`src/rtl/alu_seq_param.sv`:
```
// Handshaked WIDTH-generic ALU: 1-cycle ops, WIDTH+1-cycle shift-add MUL, one op in flight.
// in_ready only in IDLE; Result/flags held in DONE until out_ready (one bubble per op).
module alu_seq_param #(
  parameter  int WIDTH = 16,
  localparam int SHW   = $clog2(WIDTH)
) (
  input  logic             Clock,
  input  logic             Reset,
  input  logic [WIDTH-1:0] A,
  input  logic [WIDTH-1:0] B,
  input  logic [3:0]       ALUOp,
  input  logic [SHW-1:0]   shamt,
  input  logic             in_valid,
  output logic             in_ready,
  output logic             out_valid,
  input  logic             out_ready,
  output logic [WIDTH-1:0] Result,
  output logic             Zero,
  output logic             Overflow,
  output logic             CarryOut,
  output logic             IllegalOp
);

  localparam logic [3:0] OP_AND  = 4'b0000;
  localparam logic [3:0] OP_OR   = 4'b0001;
  localparam logic [3:0] OP_ADD  = 4'b0010;
  localparam logic [3:0] OP_XOR  = 4'b0011;
  localparam logic [3:0] OP_NOR  = 4'b0100;
  localparam logic [3:0] OP_SUB  = 4'b0110;
  localparam logic [3:0] OP_SLT  = 4'b0111;
  localparam logic [3:0] OP_SLTU = 4'b1000;
  localparam logic [3:0] OP_SLL  = 4'b1001;
  localparam logic [3:0] OP_SRL  = 4'b1010;
  localparam logic [3:0] OP_SRA  = 4'b1011;
  localparam logic [3:0] OP_MUL  = 4'b1100;

  typedef enum logic [1:0] {IDLE, MUL, DONE} state_t;
  state_t state;

  logic [WIDTH:0]     add_sum, sub_sum;
  logic               add_ovf, sub_ovf;
  logic [WIDTH-1:0]   c_res;
  logic               c_ovf, c_cy, c_ill;

  logic [2*WIDTH-1:0] acc, mcand, acc_next;
  logic [WIDTH-1:0]   mplier;
  logic [SHW-1:0]     cnt;

  // SUB is A + ~B + 1 so CarryOut means "no borrow"
  always_comb begin
    add_sum = {1'b0, A} + {1'b0, B};
    sub_sum = {1'b0, A} + {1'b0, ~B} + {{WIDTH{1'b0}}, 1'b1};
    add_ovf = (A[WIDTH-1] == B[WIDTH-1])  & (add_sum[WIDTH-1] != A[WIDTH-1]);
    sub_ovf = (A[WIDTH-1] == ~B[WIDTH-1]) & (sub_sum[WIDTH-1] != A[WIDTH-1]);
    c_res = '0;
    c_ovf = 1'b0;
    c_cy  = 1'b0;
    c_ill = 1'b0;
    case (ALUOp)
      OP_AND:  c_res = A & B;
      OP_OR:   c_res = A | B;
      OP_ADD:  begin c_res = add_sum[WIDTH-1:0]; c_ovf = add_ovf; c_cy = add_sum[WIDTH]; end
      OP_XOR:  c_res = A ^ B;
      OP_NOR:  c_res = ~(A | B);
      OP_SUB:  begin c_res = sub_sum[WIDTH-1:0]; c_ovf = sub_ovf; c_cy = sub_sum[WIDTH]; end
      // sign of the true difference, robust against overflow of the raw MSB
      OP_SLT:  c_res = {{(WIDTH-1){1'b0}}, sub_sum[WIDTH-1] ^ sub_ovf};
      OP_SLTU: c_res = {{(WIDTH-1){1'b0}}, (A < B)};
      OP_SLL:  c_res = A << shamt;
      OP_SRL:  c_res = A >> shamt;
      OP_SRA:  c_res = WIDTH'($signed(A) >>> shamt);
      OP_MUL:  c_res = '0;
      default: c_ill = 1'b1;
    endcase
  end

  assign acc_next = acc + (mplier[0] ? mcand : '0);

  always_ff @(posedge Clock) begin
    if (Reset) begin
      state     <= IDLE;
      in_ready  <= 1'b1;
      out_valid <= 1'b0;
      Result    <= '0;
      Zero      <= 1'b1;
      Overflow  <= 1'b0;
      CarryOut  <= 1'b0;
      IllegalOp <= 1'b0;
      acc       <= '0;
      mcand     <= '0;
      mplier    <= '0;
      cnt       <= '0;
    end else begin
      case (state)
        IDLE: if (in_valid) begin
          in_ready <= 1'b0;
          if (ALUOp == OP_MUL) begin
            acc    <= '0;
            mcand  <= {{WIDTH{1'b0}}, A};
            mplier <= B;
            cnt    <= '0;
            state  <= MUL;
          end else begin
            Result    <= c_res;
            Zero      <= (c_res == '0);
            Overflow  <= c_ovf;
            CarryOut  <= c_cy;
            IllegalOp <= c_ill;
            out_valid <= 1'b1;
            state     <= DONE;
          end
        end
        // one multiplier bit per cycle, LSB first; always WIDTH iterations
        MUL: begin
          acc    <= acc_next;
          mcand  <= mcand << 1;
          mplier <= mplier >> 1;
          cnt    <= cnt + SHW'(1);
          if (cnt == SHW'(WIDTH - 1)) begin
            Result    <= acc_next[WIDTH-1:0];
            Zero      <= (acc_next[WIDTH-1:0] == '0);
            Overflow  <= |acc_next[2*WIDTH-1:WIDTH];
            CarryOut  <= 1'b0;
            IllegalOp <= 1'b0;
            out_valid <= 1'b1;
            state     <= DONE;
          end
        end
        DONE: if (out_ready) begin
          out_valid <= 1'b0;
          in_ready  <= 1'b1;
          state     <= IDLE;
        end
        default: state <= IDLE;
      endcase
    end
  end

endmodule

```
`config.mk`:
```
export PLATFORM = sky130hd
export DESIGN_NAME = alu_seq_param
export DESIGN_NICKNAME = d
export VERILOG_FILES = /design/src/rtl/alu_seq_param.sv
export SDC_FILE = /design/constraint.sdc
export NUM_CORES = 1
export LEC_CHECK = 0
export ABC_CLOCK_PERIOD_IN_PS = 4700
export CAP_MARGIN = 25
export CORE_UTILIZATION = 25
export CTS_BUF_LIST = sky130_fd_sc_hd__clkbuf_8
export CTS_CLUSTER_DIAMETER = 40
export DETAILED_ROUTE_END_ITERATION = 7
export HOLD_SLACK_MARGIN = 0.05
export SLEW_MARGIN = 15
export SYNTH_ARGS = -nofsm -noshare
export SYNTH_HDL_FRONTEND = slang
export SYNTH_SLANG_ARGS = --single-unit
```
`constraint.sdc`:
```
create_clock -name Clock -period 4.7 [get_ports Clock]
set_clock_uncertainty 0.2 [all_clocks]
set_input_delay 0.94 -clock Clock [delete_from_list [all_inputs] [get_ports Clock]]
set_output_delay 0.94 -clock Clock [all_outputs]
set_load 0.05 [all_outputs]
```
After elaboration in Yosys (flattened, before gate mapping) --
Index checks and enable logic that the tools add are counted.
Storage, ports and cells: flip-flop bits (word level) 108, output and inout port bits 22, input port bits 44
Operators by class: add/subtract/negate cells 5, reduce and logical (&&, ||, !) cells 14, shift operators 3, muxes and demuxes 49, magnitude comparators 1, equal/unequal tests 23, bitwise operators 9
Operators by type and width (count):
- $pmux 16 s11 | 1
- $mux 32 | 5
- $pmux 32 s2 | 2
- $mux 16 | 5
- $pmux 16 s2 | 2
- $add 16x16->17 | 2
- $add 32x32->32 | 1
- $logic_not 16->1 | 2
- $not 16->16 | 2
- $eq 4x4->1 const B | 6
- $mux 1 | 18
- $add 17x1->17 const B | 1
- $and 16x16->16 | 1
- $lt 16x16->1 | 1
- $or 16x16->16 | 1
- $reduce_or 16->1 | 1
- $shl 16x4->16 | 1
- $shr 16x4->16 | 1
- $sshr 16x4->16 | 1
- $xor 16x16->16 | 1
- $pmux 1 s2 | 7
- $eq 4x3->1 const B | 3
- $reduce_or 11->1 | 1
- $ne 2x2->1 const B | 5
- 22 further kinds | 33

Longest topological paths before layout --
Gate-level depths: netlist of run 1.
word-level depth 11, gate-level depth with buffers 14, mapped depth without buffers 13

Worst setup path after synthesis of run 1 --
No wires, ideal clock.
path type in2reg, start point input A[4], end point register Zero, setup time 84 ps, data required time 4416 ps, arrival 4158 ps, stages 14, slack 257 ps, path buffers 2, cell sequence clkbuf_1 > inv_1 > ha_1 > buf_2 > nor2_1 > a2111oi_0 > nor2_1 > a221o_1 > a21oi_1 > mux2_2 > a221oi_1 > nand4_1 > or4_1 > o31ai_2
On the way: longest elaborated chain between the ends 10, elaborated cells on any way between the ends 19, those cells by class add/sub (3); order compare (1); eq/ne (1); shift (3); mux (4); bitwise (6); reduce/logical (1)
RTL lines:
- start, declared | line 9 | input logic [WIDTH-1:0] A,
- $add 16x16->17 | line 52 | sub_sum = {1'b0, A} + {1'b0, ~B} + {{WIDTH{1'b0}}, 1'b1};
- $add 17x1->17 | line 52
- $ne 1x1->1 | line 54 | sub_ovf = (A[WIDTH-1] == ~B[WIDTH-1]) & (sub_sum[WIDTH-1] != A[WIDTH-1]);
- $and 1x1->1 | line 54
- $xor 1x1->1 | line 67 | OP_SLT: c_res = {{(WIDTH-1){1'b0}}, sub_sum[WIDTH-1] ^ sub_ovf};
- $pmux 16 s11 * | line 59 | case (ALUOp)
- $logic_not 16->1 * | line 105 | Zero <= (c_res == '0);
- $mux 1 * | line 97 | if (ALUOp == OP_MUL) begin
- $mux 1 * | line 95 | IDLE: if (in_valid) begin
- $pmux 1 s2 * | line 94 | case (state)
- end signal, assigned | line 105
- end signal, assigned | line 121 | Zero <= (acc_next[WIDTH-1:0] == '0);
- end, declared | line 18 | output logic Zero,
Every way passes the cells marked *; elsewhere a longest branch is shown, timed or not. The select of a mux whose other input is x is not followed. A chain may end at the register's enable or synchronous reset.

Worst setup path after layout of run 1 --
start point input A[1], end point register Zero
The elaborated chain is that of the path after synthesis.

==> metrics.md, run 1 <==
| Metric | Value |
|---|---|
| Met1 GRT Util | `26.5%` |
| Largest net degree at the start of global routing | `94` |
| I/O Buffers | `65` |
| Num rows | `74` |
| Total track usage | `between 10% and 20%` |
| CP arrival | `between 4 and 5 ns` |
| CTS buffer count | `9` |
| Area growth, synth to finish | `22.8%` |
| PostCTS Resize Cnt | `1` |
| Final count of negative-setup-slack endpoints | `0` |
| Starting Density | `25.5%` |
| Via count | `11.4k` |
| Vias in the first global route | `10.8k` |
| Library cells used by synthesis | `81` |
| Top_reg_cell synth | `dfxtp_1` |
| First-pass GRT wire length | `62.1 mm` |
| Iter 0 DRT Violations | `987` |
| CP max FO | `3` |
| Crit path time final | `between 4 and 5 ns` |
| RD Place Congestion | `0.965` |
| Final Cycle Share | `95.7%` |
| Clk slew on worst S/H paths | `around 0.12 ns` |
| Root Driver | `clkbuf_8` |
| Failing checks | `design-rule violations` |
| Synth Instances | `1449` |
| Largest area contributor in the netlist | `dfxtp_1` |
| Avg Inst Size Synth | `7.24 µm²` |
| Slew HR | `33.4%` |
| Width of the die | `between 200 and 250 µm` |
| CP Class | `primary input to flip-flop` |
| Run status | `finished, violations left` |
| Largest cells by area after synthesis | `dfxtp_1 21%, ha_1 10%, nor2_1 6.6%, a21oi_1 6.2%, nand2_1 5.7%` |
| Die area | `42800 µm²` |
| Layout cell share with drive strength beyond 1 | `15.3%` |
| Max VDD drop | `0.123 mV` |
| IO Pins | `66` |
| Final WL | `just over 40 mm` |
| Postcts setup bufs | `0` |
| Critical Path Start Type | `primary input` |
| Hpwl dp | `between 30 and 40 mm` |
| Detail-routed via count per cell | `5.39` |
| Clock buffer depth | `2` |
| Final net count | `between 1.5k and 2k` |
| Antenna-violating nets left | `0` |
| Yosys top cell area share | `between 20 and 25%` |
| Setup_tns | `0 ns` |
| Synth warn | `0` |
| 1st-pass router iterations | `8` |
| Core area | `41100 µm²` |
| Fill cells | `4488` |
| N_diodes | `0` |
| TritonCTS clock tree | `built` |
| GRT busiest layer | `met2` |
| Final Max Tran Viols | `0` |
| Yosys reg bits | `108` |
| CTS H-tree lvls | `3` |
| Final count of hold timing violations | `0` |
| Critical Path RT | `approximately 4.8 ns` |
| Top-count cell post-synth | `nor2_1` |
| Clock insertion delay at the later pin of the skew report | `0.41 ns` |
| Met3 Use GR | `around 3.0%` |
| Crit end category | `flip-flop` |
| Clock sinks | `approximately 110` |
| Number of enable flip-flop cells after synthesis | `0` |
| Pwr per Cell Area | `205 nW/µm²` |
| Maximum clock frequency | `222 MHz` |
| RSZ-0062 raised after global routing | `no` |
| Initial antenna violation count | `0` |
| Slew @ Worst Pin | `0.998 ns` |
| Leakage Power | `5.17 nW` |
| Post-route cell area | `12900 µm²` |
| WL/cell | `19.1 µm` |
| Hold_buf cts | `0` |
| Synth cell count leaders | `185 x nor2_1, 160 x nand2_1, 130 x a21oi_1` |
| Remaining global-route overflow | `0` |
| DRC Markers | `6` |
| Seq/Total Area, Yosys | `20.6%` |
| Hold WC Path Type | `flip-flop to flip-flop` |
| Syn_nets | `1580` |
| Placed Area | `12700 µm²` |
| Mapped cell area | `10500 µm²` |
| Met2 GRT Util | `29.0%` |
| Max-cap violations | `0` |
| Asr flop ratio synth | `0%` |
| Die Y | `207 µm` |
[placed cells by master, fill, tap and decap left out, drive strengths merged, types with 5 or more instances in the layout]
cell and n:
nor2 185, buf 173, nand2 160, a21oi 131, dfxtp 108, ha 84, inv 63, clkdlybuf4s50 62
o21ai 61, a22oi 44, and2 39, a311oi 35, xnor2 33, a211oi 33, nor3 32, nand3 32
o211ai 22, mux2i 22, nor2b 18, nand4 16, mux4 13, a21o 12, o22ai 12, o31ai 12
a31oi 11, nor4 11, nand2b 11, mux2 11, o21bai 9, clkbuf 9, or2 8, a221oi 8
o21a 6, xor2 6, or3 5, a41oi 5
[state kept, by name, summed over array words and instances, names as in the netlist]
signal     cells
acc           32
mcand         32
Result        16
mplier        16
cnt            4
state          2
CarryOut       1
IllegalOp      1
Overflow       1
Zero           1
in_ready       1
out_valid      1
[cells by family (layout without fill, tap and decap cells)]
kind of cell    after synthesis  count (layout)  share of synthesized area (%)
xor+xnor                     39              39                           3.25
fa+ha+maj                    87              87                           10.6
simple gates                538             538                           23.5
mux                          46              46                           6.10
flops                       108             108                           20.6
buf+inv                     181             311                           6.84
compound gates              450             450                           29.1
[worst max-delay path, cell delays in order]
cell             delay [ns]
clkdlybuf4s50_1        0.49
inv_1                  0.09
buf_4                  0.16
ha_1                   0.33
a211oi_2               0.33
o21bai_1               0.15
a2111o_1               0.48
a31oi_1                0.19
o31ai_1                0.10
mux2_4                 0.27
a221oi_2               0.29
nand4_1                0.12
or4_1                  0.51
o31ai_2                0.18
[metrics by stage]
step | worst slack (ns) | total power [mW] | cells | hold slack, ns | util (%)
after floorplan | 0.257 | 1.56 | 1449 | 0.232 | -
after global placement | -0.488 | 2.00 | 2096 | 0.243 | 30.8
after detailed placement | -0.549 | 2.01 | 2096 | 0.250 | 30.8
after CTS | 0.00543 | 2.63 | 2111 | 0.264 | 31.3
after global routing | 0.00781 | 2.76 | 2111 | 0.275 | 31.3
final | 0.200 | 2.64 | 2111 | 0.260 | 31.3
[per-layer routing]
layer / wire length (µm) / vias to the layer above
li1: - / 5502
met1: 18900 / 5379
met4: 1140 / 0
met3: 2770 / 66
met2: 17500 / 432
met5: 0 / -
[layout make-up]
| type | count | area (µm²) | area share [%] |
|---|---|---|---|
| inverters | 61 | 229 | 1.78 |
| flip-flops and latches | 108 | 2160 | 16.8 |
| clock inverters | 6 | 71.3 | 0.553 |
| well taps | 532 | 666 | 5.17 |
| clock buffers | 9 | 124 | 0.961 |
| multi-input cells | 1160 | 7680 | 59.6 |
| repair buffers | 235 | 1950 | 15.1 |
[report_power, final]
part	internal (mW)	switching, mW	total (mW)
logic	0.423	0.606	1.03
registers	0.952	0.0316	0.984
clock network	0.251	0.373	0.624
total	1.63	1.01	2.64
[worst paths after layout]
kind | from | end | slack [ns] | depth (start not counted)
min reg2reg | Result[11]$_SDFFE_PP0P_ | Result[11]$_SDFFE_PP0P_ | 0.26 | 2
min | Result[11]$_SDFFE_PP0P_ | Result[11]$_SDFFE_PP0P_ | 0.26 | 2
max | A[1] | Zero$_SDFFE_PP1P_ | 0.20 | 14
max reg2reg | mplier[0]$_SDFFE_PP0P_ | Overflow$_SDFFE_PP0P_ | 0.41 | 13
Power figures use the tool's default switching activity.
==> inputs of run 2 (changes only) <==
--- a/config.mk
+++ b/config.mk
@@ -5,13 +5,14 @@
 export SDC_FILE = /design/constraint.sdc
 export NUM_CORES = 1
 export LEC_CHECK = 0
-export ABC_CLOCK_PERIOD_IN_PS = 4700
+export ABC_CLOCK_PERIOD_IN_PS = 3770
 export CAP_MARGIN = 25
 export CORE_UTILIZATION = 25
 export CTS_BUF_LIST = sky130_fd_sc_hd__clkbuf_8
 export CTS_CLUSTER_DIAMETER = 40
 export DETAILED_ROUTE_END_ITERATION = 7
 export HOLD_SLACK_MARGIN = 0.05
+export PLACE_DENSITY = 0.45
 export SLEW_MARGIN = 15
 export SYNTH_ARGS = -nofsm -noshare
 export SYNTH_HDL_FRONTEND = slang
==> constraint.sdc (replaced) <==
create_clock -name Clock -period 3.77 [get_ports Clock]
set_clock_uncertainty 0.2 [all_clocks]
set_input_delay 0.754 -clock Clock [delete_from_list [all_inputs] [get_ports Clock]]
set_output_delay 0.754 -clock Clock [all_outputs]
set_load 0.05 [all_outputs]
==> run 2 against run 1 <==
The flow finishes with violations (negative setup slack). Final area rose by 14%. Non-clock buffer count increased by 188. Die area did not move. Largest cell class unchanged. Routed wire length up 11%. Worst setup slack got worse by 0.21 ns. Global-route usage up 2.2 points. Register-to-register slack worse by 0.42 ns. First-iteration DRC count down 21%. Critical path depth stayed put. Via count up 4.7%.
==> metrics.md, run 2 (synthesis results as in run 1) <==
| Metric | Value |
|---|---|
| Iter 0 DRT Violations | `777` |
| Met3 routed WL | `~2.2 mm` |
| Final count of negative-setup-slack endpoints | `1` |
| CTS H-tree lvls | `3` |
| Failing checks | `negative setup slack` |
| RD Place Congestion | `about 0.93` |
| Biggest regs | `acc (32), mcand (32)` |
| First-pass GRT wire length | `68.2 mm` |
| Max-cap violations | `0` |
| Most frequent cells in the layout | `349 x buf_4, 179 x nor2_1, 159 x nand2_1` |
| Slew HR | `44.3%` |
| Fill cells | `between 4k and 5k` |
| WL/cell | `~20 µm` |
| Final hold slack | `around 0.26 ns` |
| CP Class | `flip-flop to flip-flop` |
| Internal | `2.10 mW` |
| Uppermost layer routed | `met4` |
| Hpwl dp | `approximately 36 mm` |
| Total track usage | `21.1%` |
| Vias in the first global route | `between 10k and 15k` |
| Switching share of power | `between 30% and 40%` |
| Width of the die | `~210 µm` |
| Num rows | `74` |
| 1st-pass router iterations | `7` |
| CP max stage delay | `between 0.5 and 0.6 ns` |
| Comb power frac | `between 40% and 50%` |
| Met2 Routed Length | `20.3 mm` |
| Run status | `finished, violations left` |
| Leakage Power | `6.18 nW` |
| I/O Buffers | `65` |
| Most frequent cell on the critical path | `a21oi_1` |
| Most common cell after layout, fill and taps aside | `buf_4` |
| Antenna-violating nets left | `0` |
| Hold WC Path Type | `flip-flop to flip-flop` |
| Final count of hold timing violations | `0` |
| Worst path bufs/invs | `1` |
| Area growth, synth to finish | `40.2%` |
| DRC Markers | `0` |
| CP max FO | `13` |
| Slew @ Worst Pin | `0.836 ns` |
| Final net count | `1894` |
| Core area | `41100 µm²` |
| Seq pwr share | `35.7%` |
| N_diodes | `0` |
| Critical Path Start Type | `flip-flop` |
| Starting Density | `25.5%` |
| Initial antenna violation count | `0` |
| CP delay by family, top | `compound AO/OA/AOI/OAI gates` |
| Via count | `about 12k` |
| Layout cell share with drive strength beyond 1 | `around 28%` |
| Met1 wire length | `19.9 mm` |
| Hold_buf cts | `0` |
| Final WL | `44.7 mm` |
| Critical Path RT | `3.89 ns` |
| NetSw | `1.33 mW` |
| RSZ-0062 raised after global routing | `yes` |
| Crit path time final | `3.78 ns` |
| CTS buffer count | `9` |
| Root Driver | `clkbuf_8` |
| Post-route cell area | `14700 µm²` |
| Largest net degree at the start of global routing | `75` |
| Pwr per Cell Area | `233 nW/µm²` |
| Die area | `42800 µm²` |
| Final setup margin | `-0.00559 ns` |
| Final Cycle Share | `100%` |
| CP cell instances | `and2_1, ha_1, fa_1, a21o_1, a31oi_1, o21ai_2, a211oi_2, buf_4, o21ai_1, a21oi_1, xnor2_1, or4_4, nor4_4, a21oi_1` |
| Detail-routed via count per cell | `5.18` |
| TritonCTS clock tree | `built` |
| Clock sinks | `around 110` |
| Slowest CP cell | `or4_4` |
| Clock buffer depth | `2` |
| Remaining global-route overflow | `0` |
| Die Y | `207 µm` |
| IO Pins | `66` |
| Crit end category | `flip-flop` |
| Max VDD drop | `0.173 mV` |
| Placed Area | `14100 µm²` |
| Clock insertion delay at the later pin of the skew report | `~0.44 ns` |
| Clk slew on worst S/H paths | `0.12 ns` |
| CP arrival | `3.90 ns` |
| Clock power share | `21.2%` |
| Maximum clock frequency | `around 260 MHz` |
| Final Max Tran Viols | `0` |
==> run 2: changes by cell type in the layout (fill, tap and decap cells not counted), moves of 6 or more <==
cell             previous run  this run
ha_1                       84        73
inv_1                      60        50
inv_2                       0        11
a21oi_1                   130       123
clkdlybuf4s50_1            62        47
buf_4                     168       349
dlygate4sd2_1               0         6
ha_4                        0         7
==> run 2: worst paths after layout <==
check / startpoint / endpoint / slack (ns) / depth (start not counted)
max: mplier[0]$_SDFFE_PP0P_ / Overflow$_SDFFE_PP0P_ / -0.006 / 14
max reg2reg: mplier[0]$_SDFFE_PP0P_ / Overflow$_SDFFE_PP0P_ / -0.006 / 14
min: Result[5]$_SDFFE_PP0P_ / Result[5]$_SDFFE_PP0P_ / 0.26 / 2
min reg2reg: Result[5]$_SDFFE_PP0P_ / Result[5]$_SDFFE_PP0P_ / 0.26 / 2
==> run 2: what timing repair did <==
action,in CTS,in global routing
gates resized for setup,55,58
pin swaps,16,22
endpoints found under the setup margin,13,9
buffers inserted,4,9
==> run 2: power groups by stage <==
stage	Clock [mW]	Combinational, mW	Sequential [mW]
after floorplan	0	0.651	1.31
after detailed placement	0	1.40	1.25
final	0.726	1.48	1.23
after global placement	0	1.39	1.25
after global routing	0.795	1.59	1.23
after CTS	0.758	1.43	1.23
==> run 2: per-layer routing <==
layer	global-route usage (%)	up-vias
met5	0	-
met3	2.97	82
met2	33.9	317
met4	10.8	0
li1	-	5892
met1	27.3	5625
==> run 2: cell type report <==
cell class	instances	area, µm²	share of cell area (%)
Timing Repair Buffer	423	3400	23.1
Clock buffer	10	138	0.935
Multi-Input combinational cell	1160	8070	54.8
Inverter	61	231	1.57
Sequential cell	108	2170	14.7
Clock inverter	6	41.3	0.281
Tap cell	532	666	4.52
==> run 2: worst register-to-register path, cell delays in order (launching register included) <==
cell and delay, ns:
dfxtp_4 0.42, and2_1 0.16, ha_1 0.20, fa_1 0.43
a21o_1 0.24, a31oi_1 0.23, o21ai_2 0.11, a211oi_2 0.20
buf_4 0.16, o21ai_1 0.09, a21oi_1 0.20, xnor2_1 0.12
or4_4 0.58, nor4_4 0.25, a21oi_1 0.09
==> run 2: through the flow <==
stage               setup slack, ns  TNS (ns)  total power [mW]  instances  utilization (%)
CTS                         0.00159         0              3.41       2293             35.2
finish                     -0.00559  -0.00559              3.43       2300             35.8
global route                 -0.150    -0.152              3.62       2300             35.8
floorplan                   0.00329         0              1.96       1449                -
global placement             -0.795     -8.29              2.65       2273             34.3
detailed placement           -0.844     -9.10              2.65       2273             34.3
